<file path="config.mk">
export PLATFORM = sky130hd
export DESIGN_NAME = dds_channel_scheduler
export DESIGN_NICKNAME = d
export VERILOG_FILES = /design/src/rtl/dds_channel_scheduler.sv
export SDC_FILE = /design/constraint.sdc
export NUM_CORES = 1
export LEC_CHECK = 0
export CAP_MARGIN = 20
export CORE_UTILIZATION = 50
export DETAILED_ROUTE_END_ITERATION = 12
export GPL_TIMING_DRIVEN = 0
export HOLD_SLACK_MARGIN = 0.02
export PLACE_DENSITY_LB_ADDON = 0.15
export SKIP_LAST_GASP = 1
export SLEW_MARGIN = 20
export SYNTH_ARGS = -nofsm -noshare
export SYNTH_HDL_FRONTEND = slang
export SYNTH_SLANG_ARGS = --single-unit
</file>
<file path="constraint.sdc">
create_clock -name clk -period 10.8 [get_ports clk]
set_input_delay 2.16 -clock clk [delete_from_list [all_inputs] [get_ports clk]]
set_output_delay 2.16 -clock clk [all_outputs]
set_load 0.005 [all_outputs]
</file>
<file path="src/rtl/dds_channel_scheduler.sv">
// DDS channel scheduler: time-multiplexes NUM_CH phase accumulators onto one DDS phase stream.
// Define DDS_SCHED_SKIP_IDLE_EN to visit only enabled channels (round-robin) instead of fixed TDM.
module dds_channel_scheduler #(
   parameter int  PHASE_DW    = 16,
   parameter int  NUM_CH      = 4,
   parameter int  DDS_LATENCY = 4,
   localparam int CH_W        = ($clog2(NUM_CH) > 1) ? $clog2(NUM_CH) : 1
) (
   input  logic                clk,
   input  logic                reset_n,
   input  logic                cfg_wr_en,
   input  logic [CH_W-1:0]     cfg_ch,
   input  logic [1:0]          cfg_sel,
   input  logic [PHASE_DW-1:0] cfg_data,
   input  logic [NUM_CH-1:0]   ch_enable,
   output logic [PHASE_DW-1:0] m_axis_phase_tdata,
   output logic                m_axis_phase_tvalid,
   output logic [CH_W-1:0]     m_axis_phase_tuser,
   output logic [CH_W-1:0]     out_ch_id,
   output logic                out_ch_valid
);

   localparam logic [CH_W-1:0] SLOT_LAST = CH_W'(NUM_CH - 1);

   logic [PHASE_DW-1:0]    ftw_q [NUM_CH];
   logic [PHASE_DW-1:0]    off_q [NUM_CH];
   logic [PHASE_DW-1:0]    acc_q [NUM_CH];
   logic [CH_W-1:0]        slot_q, slot_d;
   logic [CH_W-1:0]        sel;
   logic                   issue;
   logic [PHASE_DW-1:0]    tdata_q;
   logic                   tvalid_q;
   logic [CH_W-1:0]        tuser_q;
   logic [DDS_LATENCY-1:0] vpipe_q;
   logic [CH_W-1:0]        idpipe_q [DDS_LATENCY];

`ifdef DDS_SCHED_SKIP_IDLE_EN
   // slot_q is the last issued channel; resetting it to the top makes the search start at ch0.
   localparam logic [CH_W-1:0] SLOT_RST = SLOT_LAST;

   always_comb begin
      logic [CH_W-1:0] idx;
      idx   = '0;
      sel   = slot_q;
      issue = 1'b0;
      for (int k = 1; k <= NUM_CH; k++) begin
         idx = CH_W'((int'(slot_q) + k) % NUM_CH);
         if (!issue && ch_enable[idx]) begin
            issue = 1'b1;
            sel   = idx;
         end
      end
      slot_d = issue ? sel : slot_q;
   end
`else
   localparam logic [CH_W-1:0] SLOT_RST = '0;

   always_comb begin
      sel    = slot_q;
      issue  = ch_enable[slot_q];
      slot_d = (slot_q == SLOT_LAST) ? '0 : slot_q + CH_W'(1);
   end
`endif

   always_ff @(posedge clk) begin
      if (!reset_n) begin
         for (int i = 0; i < NUM_CH; i++) begin
            ftw_q[i] <= '0;
            off_q[i] <= '0;
            acc_q[i] <= '0;
         end
         slot_q   <= SLOT_RST;
         tdata_q  <= '0;
         tvalid_q <= 1'b0;
         tuser_q  <= '0;
         vpipe_q  <= '0;
         for (int i = 0; i < DDS_LATENCY; i++) begin
            idpipe_q[i] <= '0;
         end
      end else begin
         slot_q   <= slot_d;
         tvalid_q <= issue;
         if (issue) begin
            tdata_q    <= acc_q[sel] + off_q[sel];
            tuser_q    <= sel;
            acc_q[sel] <= acc_q[sel] + ftw_q[sel];
         end
         // Placed after the accumulate so a clear on the issuing channel wins.
         if (cfg_wr_en && (int'(cfg_ch) < NUM_CH)) begin
            case (cfg_sel)
               2'b00:   ftw_q[cfg_ch] <= cfg_data;
               2'b01:   off_q[cfg_ch] <= cfg_data;
               2'b10:   acc_q[cfg_ch] <= '0;
               default: ;
            endcase
         end
         vpipe_q[0]  <= tvalid_q;
         idpipe_q[0] <= tuser_q;
         for (int i = 1; i < DDS_LATENCY; i++) begin
            vpipe_q[i]  <= vpipe_q[i-1];
            idpipe_q[i] <= idpipe_q[i-1];
         end
      end
   end

   assign m_axis_phase_tdata  = tdata_q;
   assign m_axis_phase_tvalid = tvalid_q;
   assign m_axis_phase_tuser  = tuser_q;
   assign out_ch_valid        = vpipe_q[DDS_LATENCY-1];
   assign out_ch_id           = idpipe_q[DDS_LATENCY-1];

endmodule

</file>
# Word-level counts from Yosys, hierarchy flattened
# Memories as Yosys holds them, arrays and structs flattened. A register that Yosys moved wholly into a read port is not among the register bits.
# Index checks and enable logic that the tools add are counted.
dict set report totals {
  latchBits 0
  input_bits 27
  reg_bits 25
  elab_cells 65
  memories 4
  ramBits 200
  rom_bits 0
  output_inout_bits 22
}
# name depth word_bits read_ports rd_clocked_by_memory_dff write_ports line_no
set memory_table {}
lappend memory_table {acc_q 4 16 1 1 4 27} ;# logic [PHASE_DW-1:0] acc_q [NUM_CH];
lappend memory_table {ftw_q 4 16 1 1 4 25} ;# logic [PHASE_DW-1:0] ftw_q [NUM_CH];
lappend memory_table {off_q 4 16 1 1 4 26} ;# logic [PHASE_DW-1:0] off_q [NUM_CH];
lappend memory_table {idpipe_q 4 2 4 0 4 35} ;# logic [CH_W-1:0] idpipe_q [DDS_LATENCY];
dict set report classes {
  n_reduce_logical 6
  n_lt_le_gt_ge 1
  mul 0
  n_shift 0
  n_addsub 3
  eq_ne 3
  div 0
  bitwise 5
  n_mux 38
}
# op n
set ops {}
lappend ops {{16-bit two-way mux} 4}
lappend ops {{16-bit OR reduction} 4}
lappend ops {{16-bit adder} 2}
lappend ops {{1-bit two-way mux} 22}
lappend ops {{2-bit two-way mux} 11}
lappend ops {{2-bit equality test, second input constant} 2}
lappend ops {{1-bit bitwise OR} 4}
lappend ops {{2-bit by 3-bit < comparator with 1-bit output, second input constant} 1}
lappend ops {{2-bit by 1-bit adder with 2-bit output, second input constant} 1}
lappend ops {{1-bit binary-select mux with 2-bit select} 1}
lappend ops {{2-bit by 1-bit equality test with 1-bit output, second input constant} 1}
lappend ops {{2-bit logical NOT} 1}
lappend ops {{2-bit OR reduction} 1}
lappend ops {{1-bit NOT} 1}

# Logic depth before layout (Yosys ltp)
dict set report depth {
  ltp_word 7
  depth_mapped 12
  depth_no_buf 9
}

# Worst setup path before layout
# Ideal clock, no wire load.
dict set report synth_timing {
  path_kind {input-to-reg}
  from {input cfg_sel[1]}
  to {memory ftw_q[0][0] (enable)}
  required_ps 10389
  n_path_buf 0
  cell_stages 2
  arrival_time_ps 3871
  slack_ps 6518
  path_cell_list {or3b_2 -> o21ai_0}
}
# element line_no
set synth_rtl {}
lappend synth_rtl {{start, declared} 13} ;# input logic [1:0] cfg_sel,
lappend synth_rtl {{end, declared} 25}

# Worst setup path in the final report
dict set report layout_timing {
  from {register slot_q[1], in the netlist sel[1]}
  to {register tdata_q[14], in the netlist m_axis_phase_tdata[14]}
}
dict set report layout_via {
  elab_chain_len 2
}
# element line_no
set layout_lines {}
lappend layout_lines {{start, declared} 28} ;# logic [CH_W-1:0] slot_q, slot_d;
lappend layout_lines {{start signal, assigned} 81} ;# slot_q <= slot_d;
lappend layout_lines {{1-bit binary-select mux with 2-bit select} 60} ;# issue = ch_enable[slot_q];
lappend layout_lines {{1-bit two-way mux (not written as such)} 60}
lappend layout_lines {{end signal, assigned} 84} ;# tdata_q <= acc_q[sel] + off_q[sel];
lappend layout_lines {{end, declared} 31} ;# logic [PHASE_DW-1:0] tdata_q;
# Every way passes these cells. The select of a mux whose other input is x is not followed.
# A chain may end at the register's enable or synchronous reset.

==> Implementation_results.wiki <==
{| class="wikitable"
! Metric !! Value
|-
| Global route overflow || 0
|-
| Adder-Cell Fraction of Synth Area || 4.15%
|-
| Met1 track demand over resource in global routing || 34.0%
|-
| Net count of the mapped netlist || 937
|-
| Number of filler instances in the final layout || 1652
|-
| EDFF count, synth || 128
|-
| Final weighted congestion in routability-driven placement || 0.867
|-
| Global-route usage over all layers || 24.5%
|-
| Source-to-sink clock delay at the later pin of the worst-skew pair || 0.53 ns
|-
| Startpoint type of the worst setup path || flop
|-
| Post-placement setup slack || 5.87 ns
|-
| Clk slew on worst S/H paths || 0.06 ns
|-
| Initial antenna violation count || 0
|-
| Crit-path leading delay family || buffers and inverters
|-
| Number of endpoints with negative hold slack in the final report || 0
|-
| Synthesized netlist cell count || 877
|-
| Setup total negative slack || 0 ns
|-
| Maximum fanout encountered on the critical timing path || 10
|-
| Count of buffers added by post-CTS timing repair for setup || 0
|-
| Max Freq || 203 MHz
|-
| Number of cell instances on the worst register-to-register path || 12
|-
| Total detailed-routing wirelength || 25100 µm
|-
| Final critical path time including I/O delays and setup || 4.91 ns
|-
| Full die area || 0.0212 mm²
|-
| Run status || finished clean
|-
| Leading cell types by total area after synthesis || edfxtp_1 37%, dfxtp_1 19%, mux4_2 10%
|-
| Standby leakage power || 4.64 nW
|-
| Cell area after synthesis || 0.0103 mm²
|-
| End-of-flow core utilization || 59.3%
|-
| Initial core utilization || 51.0%
|-
| Warnings, synthesis || 0
|-
| Number of sinks handled by clock tree synthesis || 225
|-
| Net count reported at finish || 1018
|-
| Largest stage delay on the critical path || 0.67 ns
|-
| Dominant combinational cell family by area after synthesis || multiplexers
|-
| H-tree Lvls || 1
|-
| Vias after detailed routing || 7202
|-
| Avg Cell Area, Syn || 11.8 µm²
|-
| Clock buffer depth || 3
|-
| MaxCap Viol Count || 0
|-
| Flip-flop and latch count after synthesis || 225
|-
| Post-synth top area cell || edfxtp_1
|-
| Routed Antenna Nets || 0
|-
| Share of the synthesized area in compound gates (AO/OA/AOI/OAI) || 10.9%
|-
| Final Worst Setup Slack || 5.89 ns
|-
| Share of the synthesized netlist area taken by xor and xnor gates || 2.12%
|-
| Top-Level Pins || 49
|-
| Total buffers and inverters traversed by the critical path || 3
|-
| Buffer type at the clock tree root || clkbuf_16
|-
| Share of layout cells above drive strength 1 || 12.1%
|-
| Seq/Total Area, Yosys || 56.1%
|-
| Hold buffers post-CTS || 0
|-
| Post-placement cell area || 0.0113 mm²
|-
| Start point of the critical path || sel[1]
|-
| Critical Path Slowest Stage Cell || buf_1
|-
| Post-detailed-route wirelength per cell || 20.1 µm
|-
| Required @ worst endpoint || 11.19 ns
|-
| Design Area, Final || 0.0120 mm²
|-
| Maximum clock skew at final layout || 0.00909 ns
|-
| Post-cts repair resize count || 0
|-
| IO buf count || 47
|-
| Hold Path Depth || 1
|-
| Maximum number of pins on one net before global-route repair || 14
|-
| Crit path arrival time || 5.31 ns
|-
| Max Slew Vio Count || 0
|-
| Worst VDD drop || 0.138 mV
|-
| Wire length of the first global-routing pass || 39900 µm
|-
| Share of async-settable or async-resettable flops after synthesis || 0%
|-
| Antenna Cells || 0
|-
| Count of endpoints failing setup in the final report || 0
|-
| Reg2reg start || sel[1]
|-
| Number of search-and-repair iterations in the first detailed-routing pass || 5
|-
| Avg Vias per Cell || 5.78
|-
| Start point of the worst hold path || vpipe_q[1]
|-
| Slew at the pin with the worst max-slew slack || 0.906 ns
|-
| Starting DRC count in detailed routing || 592
|-
| Global routing usage on met3 || 3.17%
|-
| Number of global-route vias before repair || 7050
|-
| Area delta synth->final || 16.3%
|-
| Area inside the core boundary || 0.0202 mm²
|-
| Cells along the critical path || buf_2 -> buf_1 -> buf_1 -> mux4_2 -> ha_1 -> fa_1 -> a21o_1 -> a221oi_1 -> o22ai_1 -> a31oi_1 -> xor2_1 -> o22ai_1
|-
| X dimension of the die || 146 µm
|-
| Final instance count without filler cells || 1246
|-
| Highest-utilization routing layer at the global route stage || met2
|-
| Share of Yosys cell area claimed by the top area cell type || 37.3%
|-
| Crit Path Category || flop to flop
|-
| Power per Cell Area || 195 mW/mm²
|-
| Relative max-transition margin || 39.1%
|-
| RSZ-0062 raised after global routing || false
|-
| Area fraction in and, or, nand and nor cells after synthesis || 11.6%
|-
| Stages on worst setup path || 12
|-
| Primary FF master, synth || edfxtp_1
|-
| Half-perimeter wire length after placement || 18500 µm
|-
| Number of distinct standard cells referenced by the synthesized netlist || 56
|-
| Mux share of post-synthesis cell area || 11.9%
|-
| Chip Height || 146 µm
|-
| # placed instances || 1202
|-
| Kind of capture point of the worst setup path || flop
|-
| Number of rows created at floorplan || 52
|-
| Ratio of final minimum period to clock period || 45.5%
|-
| CTS Buf Count || 24
|-
| DRC violation count after routing || 0
|-
| Global-route met2 utilization || 40.9%
|-
| PnR Total Power || 2.34 mW
|-
| Hold slack final || 0.431 ns
|-
| Clock tree from TritonCTS || done
|-
| Class of the tightest hold or removal check || flop to flop
|}
-- report_power, final --
group          internal (mW)  total [mW]  switching (mW)
Combinational          0.236       0.544           0.308
Sequential             0.986        1.02          0.0326
Clock                  0.437       0.774           0.336
Total                   1.66        2.34           0.677
-- worst reg2reg max path: stages (launching register included) --
cell      delay [ns]
dfxtp_1         0.41
buf_2           0.27
buf_1           0.58
buf_1           0.67
mux4_2          0.46
ha_1            0.27
fa_1            0.46
a21o_1          0.19
a221oi_1        0.58
o22ai_1         0.34
a31oi_1         0.28
xor2_1          0.18
o22ai_1         0.09
-- state kept, by name (all words and copies together), names as in the netlist --
signal               count
vpipe_q                  4
sel                      2
off_q                   64
m_axis_phase_tdata      16
acc_q                   64
m_axis_phase_tvalid      1
m_axis_phase_tuser       2
ftw_q                   64
idpipe_q                 8
-- cell type report --
| cell class | count | area, µm² | share of cell area [%] |
|---|---|---|---|
| flip-flops and latches | 225 | 5790 | 48.2 |
| multi-input cells | 568 | 4220 | 35.2 |
| clock buffers | 34 | 678 | 5.65 |
| repair buffers | 55 | 572 | 4.77 |
| well taps | 270 | 338 | 2.82 |
| plain buffers | 44 | 189 | 1.58 |
| inverters | 40 | 150 | 1.25 |
| clock inverters | 10 | 58.8 | 0.490 |
-- kinds of logic after synthesis --
kind of cell	after synthesis
fa+ha+maj	33
mux	61
compound gates	168
flops	225
buf+inv	84
xor+xnor	25
simple gates	281
-- synthesized netlist by cell type (all sizes together), types with 3 or more instances --
library cell,instances
a21o,14
o21ai,40
nor2b,3
xor2,9
nor3,8
edfxtp,128
nand4,3
xnor2,16
mux4,48
a211oi,7
o21a,4
clkbuf,25
mux2i,13
ha,31
o22ai,6
a31oi,13
and3,5
a21oi,36
buf,19
a22o,26
nand3,13
nor2,144
dfxtp,97
nand2,78
o21bai,3
inv,40
nand4b,4
and2,13
nand3b,3
o211ai,5
-- cells in the final DEF (no fill, tap or decap), types with 6 or more instances in the layout --
cell | Yosys | final
and2_1 | 12 | 12
nor2_1 | 144 | 144
dfxtp_1 | 97 | 97
clkbuf_16 | 0 | 24
xnor2_1 | 16 | 16
clkbuf_1 | 25 | 31
inv_1 | 39 | 39
nor3_1 | 7 | 7
xor2_1 | 9 | 9
a21oi_1 | 36 | 36
buf_2 | 10 | 10
a21o_1 | 14 | 14
o21ai_0 | 34 | 26
a31oi_1 | 13 | 13
mux2i_1 | 12 | 12
a211oi_1 | 7 | 7
edfxtp_1 | 128 | 128
o21ai_2 | 0 | 8
nand3_1 | 13 | 13
a22o_1 | 26 | 26
o22ai_1 | 6 | 6
buf_1 | 6 | 6
o21ai_1 | 6 | 6
clkdlybuf4s50_1 | 0 | 47
mux4_2 | 48 | 48
ha_1 | 31 | 31
nand2_1 | 78 | 78
-- worst paths after layout --
check                           endpoint  slack [ns]
setup reg to reg  m_axis_phase_tdata[14]        5.89
hold reg to reg               vpipe_q[2]        0.43
setup / recovery  m_axis_phase_tdata[14]        5.89
hold / removal                vpipe_q[2]        0.43
-- layer usage --
metal,vias to the layer above,wire [µm]
met5,-,0
met4,0,604
met3,41,1400
met2,226,12100
met1,3554,10900
li1,3381,-
Note: power is estimated with default switching activity, not from simulation.
